===== src/rtl/spart_loader_pkg.sv =====
// Shared types and constants for the SPART boot loader: FSM states, framing bytes,
// and helpers for sizing the inter-byte timer and accumulating the frame checksum.
package spart_loader_pkg;

    typedef enum logic [2:0] {
        ST_IDLE  = 3'd0,
        ST_COUNT = 3'd1,
        ST_LO    = 3'd2,
        ST_HI    = 3'd3,
        ST_CSUM  = 3'd4,
        ST_RESP  = 3'd5
    } ldr_state_e;

    localparam logic [7:0] LDR_SYNC = 8'hA5;
    localparam logic [7:0] LDR_ACK  = 8'h06;
    localparam logic [7:0] LDR_NAK  = 8'h15;

    localparam int LDR_TIMEOUT_DEFAULT = 1_000_000;

    // Counter width able to hold the terminal value itself.
    function automatic int ldr_timer_width(input int timeout);
        return (timeout < 1) ? 1 : $clog2(timeout + 1);
    endfunction

    function automatic logic [7:0] ldr_xor_byte(input logic [7:0] acc, input logic [7:0] data);
        return acc ^ data;
    endfunction

endpackage


===== src/rtl/spart_loader_timer.sv =====
// Inter-byte idle counter: counts while enabled, clears on clr or when disabled, and
// flags terminal count once TIMEOUT idle cycles have elapsed.
module loader_timer
    import spart_loader_pkg::*;
#(
    parameter int TIMEOUT = LDR_TIMEOUT_DEFAULT
) (
    input  logic clk,
    input  logic rst,
    input  logic en,
    input  logic clr,
    output logic tc
);

    localparam int CW = ldr_timer_width(TIMEOUT);
    localparam logic [CW-1:0] TERM = CW'(TIMEOUT);
    localparam logic [CW-1:0] ONE  = CW'(1);

    logic [CW-1:0] cnt_r;

    // Idle-cycle counter; saturates at the terminal value.
    always_ff @(posedge clk or negedge rst) begin
        if (!rst) begin
            cnt_r <= '0;
        end else if (clr || !en) begin
            cnt_r <= '0;
        end else if (cnt_r != TERM) begin
            cnt_r <= cnt_r + ONE;
        end else begin
            cnt_r <= cnt_r;
        end
    end

    assign tc = en && !clr && (cnt_r == TERM);

endmodule


===== src/rtl/spart_loader.sv =====
// spart_loader: parses A5/N/data frames from the SPART receiver and writes 16-bit words to RAM.
// Build option SPART_LOADER_CHECKSUM_EN: expect and verify a trailing XOR checksum byte.
module spart_loader
    import spart_loader_pkg::*;
#(
    parameter int TIMEOUT = LDR_TIMEOUT_DEFAULT
) (
    input  logic        clk,
    input  logic        rst,
    input  logic        rx_valid,
    input  logic [7:0]  rx_data,
    input  logic        tx_full,
    output logic        tx_send,
    output logic [7:0]  tx_data,
    output logic        mem_we,
    output logic [7:0]  mem_addr,
    output logic [15:0] mem_wdata,
    output logic        cpu_hold,
    output logic        load_done,
    output logic        load_err
);

    ldr_state_e  state_r, state_n;
    logic [7:0]  idx_r, idx_n;
    logic [7:0]  word_cnt_r, word_cnt_n;
    logic [7:0]  low_r, low_n;
    logic [7:0]  resp_r, resp_n;
    logic        hold_r, hold_n;
    logic        err_r, err_n;
    logic        we_r, we_n;
    logic [7:0]  addr_r, addr_n;
    logic [15:0] wdata_r, wdata_n;
    logic        send_r, send_n;
    logic [7:0]  txd_r, txd_n;
    logic        done_r, done_n;
`ifdef SPART_LOADER_CHECKSUM_EN
    logic [7:0]  csum_r, csum_n;
`endif

    logic active_s;
    logic timeout_s;
    logic last_word_s;

    assign active_s = (state_r == ST_COUNT) || (state_r == ST_LO) ||
                      (state_r == ST_HI)    || (state_r == ST_CSUM);

    // N = 0 encodes 256 words, which the 8-bit wrap of idx + 1 handles naturally.
    assign last_word_s = ((idx_r + 8'd1) == word_cnt_r);

    loader_timer #(
        .TIMEOUT (TIMEOUT)
    ) u_timer (
        .clk (clk),
        .rst (rst),
        .en  (active_s),
        .clr (rx_valid),
        .tc  (timeout_s)
    );

    // Next-state and next-output logic for the frame parser.
    always_comb begin
        state_n    = state_r;
        idx_n      = idx_r;
        word_cnt_n = word_cnt_r;
        low_n      = low_r;
        resp_n     = resp_r;
        hold_n     = hold_r;
        err_n      = err_r;
        we_n       = 1'b0;
        addr_n     = addr_r;
        wdata_n    = wdata_r;
        send_n     = 1'b0;
        txd_n      = txd_r;
        done_n     = 1'b0;
`ifdef SPART_LOADER_CHECKSUM_EN
        csum_n     = csum_r;
`endif

        if (timeout_s) begin
            state_n = ST_IDLE;
            err_n   = 1'b1;
            hold_n  = 1'b0;
        end else begin
            case (state_r)
                ST_IDLE: begin
                    if (rx_valid && (rx_data == LDR_SYNC)) begin
                        state_n = ST_COUNT;
                        hold_n  = 1'b1;
                        err_n   = 1'b0;
                        idx_n   = 8'd0;
                    end else begin
                        state_n = ST_IDLE;
                    end
                end
                ST_COUNT: begin
                    if (rx_valid) begin
                        word_cnt_n = rx_data;
`ifdef SPART_LOADER_CHECKSUM_EN
                        csum_n     = rx_data;
`endif
                        state_n    = ST_LO;
                    end else begin
                        state_n = ST_COUNT;
                    end
                end
                ST_LO: begin
                    if (rx_valid) begin
                        low_n   = rx_data;
`ifdef SPART_LOADER_CHECKSUM_EN
                        csum_n  = ldr_xor_byte(csum_r, rx_data);
`endif
                        state_n = ST_HI;
                    end else begin
                        state_n = ST_LO;
                    end
                end
                ST_HI: begin
                    if (rx_valid) begin
                        we_n    = 1'b1;
                        addr_n  = idx_r;
                        wdata_n = {rx_data, low_r};
                        idx_n   = idx_r + 8'd1;
`ifdef SPART_LOADER_CHECKSUM_EN
                        csum_n  = ldr_xor_byte(csum_r, rx_data);
`endif
                        if (last_word_s) begin
`ifdef SPART_LOADER_CHECKSUM_EN
                            state_n = ST_CSUM;
`else
                            state_n = ST_RESP;
                            resp_n  = LDR_ACK;
`endif
                        end else begin
                            state_n = ST_LO;
                        end
                    end else begin
                        state_n = ST_HI;
                    end
                end
                ST_CSUM: begin
`ifdef SPART_LOADER_CHECKSUM_EN
                    if (rx_valid) begin
                        if (rx_data == csum_r) begin
                            resp_n = LDR_ACK;
                        end else begin
                            resp_n = LDR_NAK;
                            err_n  = 1'b1;
                        end
                        state_n = ST_RESP;
                    end else begin
                        state_n = ST_CSUM;
                    end
`else
                    state_n = ST_IDLE;
`endif
                end
                ST_RESP: begin
                    // Bytes arriving here are dropped; only the transmit handshake matters.
                    if (!tx_full) begin
                        send_n  = 1'b1;
                        txd_n   = resp_r;
                        hold_n  = 1'b0;
                        done_n  = (resp_r == LDR_ACK);
                        state_n = ST_IDLE;
                    end else begin
                        state_n = ST_RESP;
                    end
                end
                default: begin
                    state_n = ST_IDLE;
                    hold_n  = 1'b0;
                end
            endcase
        end
    end

    // State and registered-output update.
    always_ff @(posedge clk or negedge rst) begin
        if (!rst) begin
            state_r    <= ST_IDLE;
            idx_r      <= 8'd0;
            word_cnt_r <= 8'd0;
            low_r      <= 8'd0;
            resp_r     <= 8'd0;
            hold_r     <= 1'b0;
            err_r      <= 1'b0;
            we_r       <= 1'b0;
            addr_r     <= 8'd0;
            wdata_r    <= 16'd0;
            send_r     <= 1'b0;
            txd_r      <= 8'd0;
            done_r     <= 1'b0;
`ifdef SPART_LOADER_CHECKSUM_EN
            csum_r     <= 8'd0;
`endif
        end else begin
            state_r    <= state_n;
            idx_r      <= idx_n;
            word_cnt_r <= word_cnt_n;
            low_r      <= low_n;
            resp_r     <= resp_n;
            hold_r     <= hold_n;
            err_r      <= err_n;
            we_r       <= we_n;
            addr_r     <= addr_n;
            wdata_r    <= wdata_n;
            send_r     <= send_n;
            txd_r      <= txd_n;
            done_r     <= done_n;
`ifdef SPART_LOADER_CHECKSUM_EN
            csum_r     <= csum_n;
`endif
        end
    end

    assign tx_send   = send_r;
    assign tx_data   = txd_r;
    assign mem_we    = we_r;
    assign mem_addr  = addr_r;
    assign mem_wdata = wdata_r;
    assign cpu_hold  = hold_r;
    assign load_done = done_r;
    assign load_err  = err_r;

endmodule


===== config.mk =====
export PLATFORM = sky130hd
export DESIGN_NAME = spart_loader
export DESIGN_NICKNAME = d
export VERILOG_FILES = /design/src/rtl/spart_loader_pkg.sv /design/src/rtl/spart_loader_timer.sv /design/src/rtl/spart_loader.sv
export SDC_FILE = /design/constraint.sdc
export NUM_CORES = 1
export LEC_CHECK = 0
export CORE_MARGIN = 2
export CORE_UTILIZATION = 55
export DETAILED_ROUTE_END_ITERATION = 10
export PLACE_DENSITY = 0.78
export SLEW_MARGIN = 10
export SYNTH_ARGS = -nofsm -noshare
export SYNTH_HDL_FRONTEND = slang
export SYNTH_HIERARCHICAL = 1
export SYNTH_SLANG_ARGS = --single-unit

===== constraint.sdc =====
create_clock -name clk -period 3.55 [get_ports clk]
set_clock_uncertainty 0.15 [all_clocks]
set_input_delay 0.71 -clock clk [delete_from_list [all_inputs] [get_ports clk]]
set_output_delay 0.71 -clock clk [all_outputs]
set_load 0.01 [all_outputs]

# [Word level (Yosys, flattened, before mapping)]
# Index checks and enable logic that the tools add are counted.
[totals] regBits=78 in_bits=12 out_inout_bits=37
[classes] add_sub_neg=2 eq_ne=15 muxes=29 n_bitwise=2 n_reduce_logical=23
[op_table] op="20-bit 2-to-1 mux" n=2
[op_table] op="20-bit by 1-bit adder with 20-bit output, second input constant" n=1
[op_table] op="20-bit == test, second input constant" n=1
[op_table] op="20-bit != test, second input constant" n=1
[op_table] op="1-bit 2-to-1 mux" n=17
[op_table] op="8-bit 2-to-1 mux" n=2
[op_table] op="8-bit one-hot mux with 2 select lines" n=1
[op_table] op="3-bit one-hot mux with 5 select lines" n=1
[op_table] op="3-bit AND reduction" n=5
[op_table] op="3-bit 2-to-1 mux" n=4
[op_table] op="8-bit by 1-bit adder with 8-bit output, second input constant" n=1
[op_table] op="8-bit == test" n=1
[op_table] op="8-bit == test, second input constant" n=1
[op_table] op="4-bit AND reduction" n=2
[op_table] op="2-bit nonzero test" n=4
[op_table] op="3-bit by 2-bit == test with 1-bit output, second input constant" n=2
[op_table] op="3-bit == test, second input constant" n=2
[op_table] op="3-bit != test, second input constant" n=2
[op_table] op="1-bit logical OR" n=4
[op_table] op="2-bit != test, second input constant" n=2
[op_table] op="4-bit OR reduction" n=1
[op_table] op="3-bit by 1-bit == test with 1-bit output, second input constant" n=1
[op_table] op="1-bit logical AND" n=3
[op_table] op="3-bit logical NOT" n=1
[op_table] op="other kinds (7)" n=9

# [Depth between registers and ports, before layout]
# Gate-level depths: netlist of the first run.
[logic_depth] depth_word=8 mapped_depth=13

# [By module]
# The synthesis of the first run kept the hierarchy.
[modules_own_cells] module="spart_loader" n_inst=1 cells_each=272 area_each_um2=2690.1
[modules_own_cells] module="loader_timer" n_inst=1 cells_each=114 area_each_um2=1087.3

# [Worst setup path after synthesis of the first run]
# Ideal clock, no wire load.
[synth_timing] path_kind="register -> register" startpoint="reg state_r[1]" endpoint="reg word_cnt_r[0]" arrival_time_ps=2412 t_required_ps=3275 setup_slack_ps=863 path_stages_with_launch=12 path_buffers=4 synth_period_minus_slack_ps=2687 path_cell_list="dfrtp_1 buf_2 nor2_1 xnor2_1 nand2b_1 clkbuf_1 buf_1 nor2_1 nor2_4 and4b_1 buf_2 mux2_2"
[synth_between] elab_chain_len=8 word_cells_on_any_way=11 cone_classes="eq/ne (4); bitwise (1); reduce/logical (6)"
[synth_rtl] item="start: declaration" line="spart_loader.sv:23" source="ldr_state_e state_r, state_n;"
[synth_rtl] item="start signal: assignment" line="spart_loader.sv:197" source="state_r <= state_n;"
[synth_rtl] item="3-bit by 1-bit == test with 1-bit output / 3-bit by 2-bit == test with 1-bit output (equally long branches)" line="spart_loader.sv:44" source="assign active_s = (state_r == ST_COUNT) || (state_r == ST_LO) ||"
[synth_rtl] item="1-bit logical OR (2 in series)" line="spart_loader.sv:44"
[synth_rtl] item="1-bit logical OR (*)" line="spart_loader.sv:45" source="(state_r == ST_HI) || (state_r == ST_CSUM);"
[synth_rtl] item="net active_s" line="spart_loader.sv:40" source="logic active_s;"
[synth_rtl] item="1-bit logical AND (*) (2 in series)" line="spart_loader_timer.sv:34" source="assign tc = en && !clr && (cnt_r == TERM);"
[synth_rtl] item="1-bit NOT (no source line) (*)"
[synth_rtl] item="3-bit AND reduction (no source line) (*)"
[synth_rtl] item="end signal: assignment" line="spart_loader.sv:199" source="word_cnt_r <= word_cnt_n;"
[synth_rtl] item="end: declaration" line="spart_loader.sv:25" source="logic [7:0] word_cnt_r, word_cnt_n;"
# Mark *: on every way through the listed nets, which the timed path passes. The rest lies on a longest branch.
# A chain may end at the register's enable or synchronous reset.

# [Worst setup path after layout of the first run]
[layout_timing] startpoint="reg u_timer.cnt_r[2]" endpoint="reg idx_r[7]"
[layout_between] elab_chain_len=4
[layout_rtl] item="start: declaration" line="spart_loader_timer.sv:19" source="logic [CW-1:0] cnt_r;"
[layout_rtl] item="start signal: assignment" line="spart_loader_timer.sv:28" source="cnt_r <= cnt_r + ONE;"
[layout_rtl] item="start signal: assignment" line="spart_loader_timer.sv:30" source="cnt_r <= cnt_r;"
[layout_rtl] item="20-bit == test" line="spart_loader_timer.sv:34"
[layout_rtl] item="1-bit logical AND" line="spart_loader_timer.sv:34"
[layout_rtl] item="1-bit NOT (no source line)"
[layout_rtl] item="4-bit AND reduction (no source line)"
[layout_rtl] item="end signal: assignment" line="spart_loader.sv:198" source="idx_r <= idx_n;"
[layout_rtl] item="end: declaration" line="spart_loader.sv:24" source="logic [7:0] idx_r, idx_n;"
# No other way between the ends.

==> results of run 1 <==
cells by family after synthesis:
logic type / Yosys count / share of synthesized area [%]
and+or+nand+nor: 185 / 24.1
DFF: 78 / 51.7
AOI/OAI and AO/OA: 50 / 8.41
buffers and inverters: 29 / 4.34
xor gates and xnor gates: 22 / 5.10
muxes: 18 / 5.30
adders and majority gates: 3 / 0.994
other: 1 / 0.0993
cells in the final DEF, fill, tap and decap left out, types with 4 or more instances in the layout:
master,n
nand4_1,8
clkbuf_8,10
nand2_1,101
clkdlybuf4s50_1,41
nor2_1,22
nand2b_1,5
or4_1,5
xor2_1,16
mux2_2,16
conb_1,6
xnor2_1,6
dfrtp_1,78
nand3_1,11
o31ai_1,5
and2_1,4
nor3_1,4
inv_1,4
buf_4,4
o21ai_0,17
a21oi_1,12
final cells by class:
class	instances	area [µm²]	share of cell area, %
tap	80	100	2.29
multi-input combinational	284	1680	38.4
clock buffer	10	138	3.14
timing repair buffer	45	440	10.1
sequential	78	1950	44.6
inverter	5	18.8	0.429
clock inverter	4	48.8	1.11
routing by layer:
layer  routed length [µm]  global-route usage [%]  vias to the layer above
met4                   85                    7.67                        0
met2                 3480                    32.5                       69
li1                     -                       -                     1375
met1                 3560                    32.0                     1408
met3                  274                    5.21                        8
met5                    0                       0                        -
flip-flops by register name, indices dropped and copies added (netlist names):
signal         count
cpu_hold           1
idx_r              8
load_done          1
load_err           1
low_r              8
mem_addr           8
mem_wdata         16
mem_we             1
resp_r             1
state_r            3
tx_data            1
tx_send            1
u_timer/cnt_r     20
word_cnt_r         8
worst max-delay path, cell delays in order (launching register included):
cell	delay, ns
dfrtp_1	0.44
or4_1	0.51
nor3_1	0.24
nand2_1	0.16
nor2_1	0.33
nor2_4	0.11
nand4_2	0.12
buf_4	0.34
nor2_1	0.10
o21ai_0	0.14
o21ai_0	0.09
cell usage after synthesis, drive strengths merged:
master | count | area [µm²]
and3 | 3 | 20.0
o32ai | 1 | 8.76
dfrtp | 78 | 1950
and4b | 2 | 20.0
and4 | 1 | 8.76
and2 | 4 | 25.0
o211a | 1 | 10.0
nor3b | 2 | 15.0
o21bai | 4 | 33.8
o31ai | 5 | 37.5
a22o | 1 | 8.76
nor2 | 23 | 93.8
o41ai | 1 | 8.76
nand3b | 1 | 7.51
or4 | 5 | 37.5
nand4 | 10 | 83.8
xor2 | 16 | 140
or3 | 3 | 18.8
mux2i | 2 | 20.0
nand2b | 5 | 31.3
nor3 | 4 | 20.0
o221ai | 1 | 8.76
o21a | 1 | 7.51
nand2 | 101 | 379
inv | 5 | 18.8
o221a | 1 | 11.3
nor4 | 1 | 6.26
and4bb | 2 | 25.0
ha | 3 | 37.5
nor2b | 2 | 12.5
conb | 1 | 3.75
nand3 | 12 | 65.1
mux2 | 16 | 180
nand4bb | 1 | 11.3
xnor2 | 6 | 52.6
clkbuf | 4 | 15.0
a21o | 2 | 15.0
and2b | 1 | 7.51
a21oi | 12 | 60.1
or2 | 1 | 6.26
o2111ai | 2 | 17.5
o21ai | 18 | 90.1
buf | 20 | 130
nand4b | 1 | 15.0
power groups by stage:
stage	Combinational (mW)	Sequential (mW)	Clock, mW
4_1_cts	1.02	1.34	0.656
2_1_floorplan	0.635	1.33	0
3_3_place_gp	0.982	1.34	0
6_report	1.00	1.34	0.641
3_5_place_dp	1.01	1.35	0
5_1_grt	1.12	1.38	0.693
how the worst max path moves through the flow:
stage	start	to	slack, ns
6_report	u_timer/cnt_r[2]$_DFFE_PN0P_	idx_r[7]$_DFFE_PN0P_	0.69
5_1_grt	u_timer/cnt_r[2]$_DFFE_PN0P_	idx_r[7]$_DFFE_PN0P_	0.43
4_1_cts	u_timer/cnt_r[2]$_DFFE_PN0P_	idx_r[7]$_DFFE_PN0P_	0.67
3_5_place_dp	u_timer/cnt_r[2]$_DFFE_PN0P_	idx_r[7]$_DFFE_PN0P_	0.68
3_3_place_gp	u_timer/cnt_r[2]$_DFFE_PN0P_	idx_r[7]$_DFFE_PN0P_	0.81
2_1_floorplan	state_r[1]$_DFF_PN0_	word_cnt_r[0]$_DFFE_PN0P_	0.86
==> impl_metrics.csv, run 1 <==
group,metric,value,unit
power_and_ir_drop,p_leak,2.00,nW
floorplan,core_area,0.00672,mm²
place,placed_cell_area,0.00419,mm²
detailed_routing,drt-total-wl,7400,µm
clocking,cts_resized,0,
setup_path,crit_type,"flop to flop",
detailed_routing,first_iter_violations,117,
power_and_ir_drop,clock_power_share,21.5,%
sta,post-route-period-util,80.6,%
worst_hold_path,holdPathStages,2,
place,routabilityCongestion,0.825,
worst_hold_path,hold_class,"flop to flop",
grt,grt_max_degree,79,
sta,setup-tns-final,0,ns
floorplan,dieWidth,86.9,µm
sta,hold_viol,0,
detailed_routing,dr.pass1.iters,4,
clocking,clockBufferDepth,2,
place,hpwl,5020,µm
sta,min_period,2.86,ns
cells_and_area,antenna_cells,0,
setup_path,path_max_fanout,34,
sta,hold_slack,0.326,ns
detailed_routing,drc,0,
setup_path,start_kind,"flop",
floorplan,rows,30,
sta,report.final.slew_viol_count,0,
synthesis,synthCells,386,
sta,relSlewSlack,36.7,%
clocking,cts.sink_count,78,
power_and_ir_drop,vdd_drop_max,0.381,mV
clocking,clk_pin_slew_worst_paths,0.07,ns
power_and_ir_drop,power,2.98,mW
cells_and_area,n_fill_cell,544,
setup_path,timing.rr.start,"u_timer/cnt_r[2]$_DFFE_PN0P_",
cells_and_area,fin_cells,506,
synthesis,ys_seq_area_share,51.7,%
grt,antenna_found_initial,0,
worst_hold_path,min-delay-start,"low_r[7]$_DFFE_PN0P_",
place,pre_cts_ws,0.684,ns
sta,max_freq,349,MHz
cells_and_area,stdcell_area,0.00438,mm²
clocking,post_cts_buffers,0,
clocking,postCtsHoldBufs,0,
clocking,clk_latency,0.35,ns
floorplan,start_util,56.2,%
grt,grt.total_usage,22.0,%
synthesis,post_synth_num_cell_types,55,
floorplan,ios,49,
synthesis,synth.avg_cell_area,9.79,µm²
grt,grt_pass1_wl,13000,µm
cells_and_area,layout-drive-gt1-share,10.6,%
detailed_routing,postRouteAntennaNets,0,
clocking,cts_max_level,3,
clocking,cts_tree,"built",
sta,rsz0062_at_grt,"false",
cells_and_area,nets,438,
cells_and_area,area_delta_synth_final,15.9,%
detailed_routing,avgViaCountPerCell,5.65,
power_and_ir_drop,p_int,1.98,mW
detailed_routing,wl_per_cell,14.6,µm
sta,tightest_slew,0.949,ns
floorplan,die_h,86.9,µm
job,maxCapViolCount,0,
power_and_ir_drop,power.share.switching,33.6,%
setup_path,rrSetupSlack,0.69,ns
place,io_buffers,42,
cells_and_area,fin_util,65.2,%
sta,setup_ws,0.689,ns
synthesis,yosys_warnings,6,
detailed_routing,vias,2860,
setup_path,arrival,2.94,ns
power_and_ir_drop,combPwrFrac,33.6,%
power_and_ir_drop,p_per_area,681,mW/mm²
synthesis,ys_ff_latch,78,
grt,grt_pass1_vias,2776,
place,numPlacedInstances,492,
sta,finalSetupViolCount,0,
setup_path,r2r_cells,10,
setup_path,r2r_end,"idx_r[7]$_DFFE_PN0P_",
power_and_ir_drop,p_seq_share,45.0,%
worst_hold_path,min_to,"mem_wdata[7]$_DFFE_PN0P_",
clocking,cts_root_buf,"clkbuf_8",
setup_path,worstPathRequired,3.63,ns
clocking,cts_inserted_buffers,9,
power_and_ir_drop,p_sw,1.00,mW
synthesis,synth.cell_area,0.00378,mm²
setup_path,end_kind,"flop",
grt,grt.overflow.total,0,
floorplan,die_area,0.00755,mm²
outcome,status,"finished, final reports clean",
No activity file was read; power rests on OpenSTA's default activity.
==> run 2: changes to the inputs <==
--- a/config.mk
+++ b/config.mk
@@ -6,9 +6,9 @@
 export NUM_CORES = 1
 export LEC_CHECK = 0
 export CORE_MARGIN = 2
-export CORE_UTILIZATION = 55
+export CORE_UTILIZATION = 50
 export DETAILED_ROUTE_END_ITERATION = 10
-export PLACE_DENSITY = 0.78
+export PLACE_DENSITY = 0.74
 export SLEW_MARGIN = 10
 export SYNTH_ARGS = -nofsm -noshare
 export SYNTH_HDL_FRONTEND = slang
==> constraint.sdc (replaced) <==
create_clock -name clk -period 2.4 [get_ports clk]
set_clock_uncertainty 0.15 [all_clocks]
set_input_delay 0.48 -clock clk [delete_from_list [all_inputs] [get_ports clk]]
set_output_delay 0.48 -clock clk [all_outputs]
set_load 0.01 [all_outputs]
==> run 2 against run 1 <==
Compared with the run above: sequential share of layout area decreased by 3.4 points; total power increased by 62%; register-to-register slack worse by 0.53 ns; worst hold slack got worse by 0.00083 ns; cell area is 8.2% higher; non-clock buffer count is 28 higher; utilization is 0.20 points lower; fmax is 27% higher; critical path depth fell by 3; clock-buffer cell count grew 1; global-route usage shrank 1.2 points; critical path type unchanged; highest routed layer unchanged.
==> impl_metrics.csv, run 2 (synthesized netlist as in run 1, its figures left out) <==
group,metric,value,unit
grt,grt.total_usage,20.8,%
job,maxCapViolCount,0,
power_and_ir_drop,p_seq_share,39.9,%
clocking,cts.sink_count,78,
detailed_routing,first_iter_violations,151,
clocking,cts_tree,"built",
sta,rsz0062_at_grt,"false",
setup_path,crit_type,"flop to flop",
worst_hold_path,hold_class,"flop to flop",
detailed_routing,wl_per_cell,14.3,µm
cells_and_area,layout_commonest_cell,"nand2_1",
setup_path,timing.rr.start,"u_timer/cnt_r[5]$_DFFE_PN0P_",
grt,grt.overflow.total,0,
setup_path,worstPathRequired,2.48,ns
sta,hold_viol,0,
power_and_ir_drop,p_leak,2.18,nW
setup_path,path_max_fanout,9,
cells_and_area,antenna_cells,0,
setup_path,rrSetupSlack,0.16,ns
cells_and_area,largest_reg_flops,20,
cells_and_area,area_delta_synth_final,25.4,%
power_and_ir_drop,power.share.switching,31.9,%
floorplan,rows,31,
sta,finalSetupViolCount,0,
power_and_ir_drop,p_int,3.29,mW
sta,relSlewSlack,61.9,%
worst_hold_path,min_to,"mem_addr[2]$_DFFE_PN0P_",
worst_hold_path,min-delay-start,"mem_addr[2]$_DFFE_PN0P_",
clocking,clockBufferDepth,2,
floorplan,ios,49,
grt,grt_pass1_vias,2989,
place,routabilityCongestion,0.874,
setup_path,start_kind,"flop",
sta,report.final.slew_viol_count,0,
sta,max_freq,446,MHz
sta,hold_slack,0.325,ns
floorplan,start_util,51.8,%
floorplan,core_area,0.00729,mm²
power_and_ir_drop,combPwrFrac,35.7,%
floorplan,dieWidth,90.9,µm
cells_and_area,layout_common_cells,"nand2_1, dfrtp_1, clkdlybuf4s50_1, buf_4, nor2_1",
grt,antenna_found_initial,0,
floorplan,die_h,90.9,µm
detailed_routing,avgViaCountPerCell,5.31,
place,hpwl,5540,µm
cells_and_area,layout-drive-gt1-share,16.9,%
setup_path,arrival,2.33,ns
power_and_ir_drop,p_sw,1.54,mW
cells_and_area,fin_util,65.0,%
clocking,cts_max_level,3,
floorplan,die_area,0.00827,mm²
clocking,cts_root_buf,"clkbuf_8",
clocking,post_cts_buffers,0,
cells_and_area,nets,466,
sta,min_period,2.24,ns
cells_and_area,top_register,"u_timer/cnt_r",
outcome,status,"finished, final reports clean",
power_and_ir_drop,vdd_drop_max,0.696,mV
detailed_routing,postRouteAntennaNets,0,
detailed_routing,drt-total-wl,7930,µm
clocking,clk_latency,0.35,ns
place,io_buffers,42,
worst_hold_path,holdPathStages,2,
grt,grt_pass1_wl,13800,µm
sta,tightest_slew,0.571,ns
detailed_routing,drc,0,
clocking,cts_inserted_buffers,9,
setup_path,end_kind,"flop",
setup_path,r2r_end,"word_cnt_r[3]$_DFFE_PN0P_",
clocking,clk_pin_slew_worst_paths,0.08,ns
detailed_routing,vias,2944,
detailed_routing,dr.pass1.iters,4,
power_and_ir_drop,p_per_area,1020,mW/mm²
grt,grt_max_degree,45,
sta,post-route-period-util,93.5,%
setup_path,r2r_cells,7,
power_and_ir_drop,clock_power_share,24.4,%
## run 2: per-stage QoR
step	cells	TNS (ns)	setup slack [ns]	area (µm²)	total power, mW
4_1_cts	554	0	0.0500	4710	4.85
3_3_place_gp	538	-0.180	-0.0267	4460	3.58
3_5_place_dp	538	-0.248	-0.0412	4460	3.64
2_1_floorplan	391	0	0.0220	3810	2.91
5_1_grt	554	0	0.0275	4740	5.14
6_report	554	0	0.156	4740	4.82
## run 2: final cells by class
class                           instances  area (µm²)
Clock buffer                           11         141
Clock inverter                          4        95.1
Fill cell                             627        2550
Inverter                                5        18.8
Multi-Input combinational cell        284        1720
Sequential cell                        78        1950
Tap cell                               99         124
Timing Repair Buffer                   73         691
## run 2: power by group through the flow
stage	combinational (mW)	clock (mW)	sequential [mW]
final	1.72	1.18	1.92
after global routing	1.90	1.26	1.98
after CTS	1.72	1.20	1.93
after detailed placement	1.70	0	1.94
after global placement	1.65	0	1.93
after floorplan	0.946	0	1.97
## run 2: what timing repair did
action / in CTS / in global routing
gates resized for setup: 1 / 5
hold buffers: 1 / 0
setup endpoints to repair: 2 / 49
pin swaps: 0 / 1
hold endpoints to repair: 37 / 0
## run 2: critical path: stages (launching register included)
cell and delay, ns:
dfrtp_1 0.38, or4_4 0.55, nor3_4 0.15, nand2_2 0.09, nor2_4 0.13, nor2_4 0.07, and4b_1 0.29, mux2_2 0.31
## run 2: worst max path at each step
stage | slack (ns) | depth (start not counted) | endpoint | startpoint
after floorplan | 0.02 | 10 | idx_r[3]$_DFFE_PN0P_ | u_timer/cnt_r[2]$_DFFE_PN0P_
after global placement | -0.03 | 6 | word_cnt_r[6]$_DFFE_PN0P_ | rx_valid
after detailed placement | -0.04 | 6 | word_cnt_r[0]$_DFFE_PN0P_ | rx_valid
after CTS | 0.05 | 10 | idx_r[6]$_DFFE_PN0P_ | u_timer/cnt_r[5]$_DFFE_PN0P_
after global routing | 0.03 | 10 | idx_r[6]$_DFFE_PN0P_ | u_timer/cnt_r[5]$_DFFE_PN0P_
final | 0.16 | 7 | word_cnt_r[3]$_DFFE_PN0P_ | u_timer/cnt_r[5]$_DFFE_PN0P_
## run 2: routing by layer
| layer | part of all wire [%] | GRT usage, % | up-vias |
|---|---|---|---|
| met4 | 1.8 | 7.70 | 0 |
| met5 | 0 | 0 | - |
| met2 | 47 | 34.0 | 67 |
| li1 | - | - | 1433 |
| met3 | 4.1 | 4.59 | 13 |
| met1 | 47 | 27.2 | 1431 |
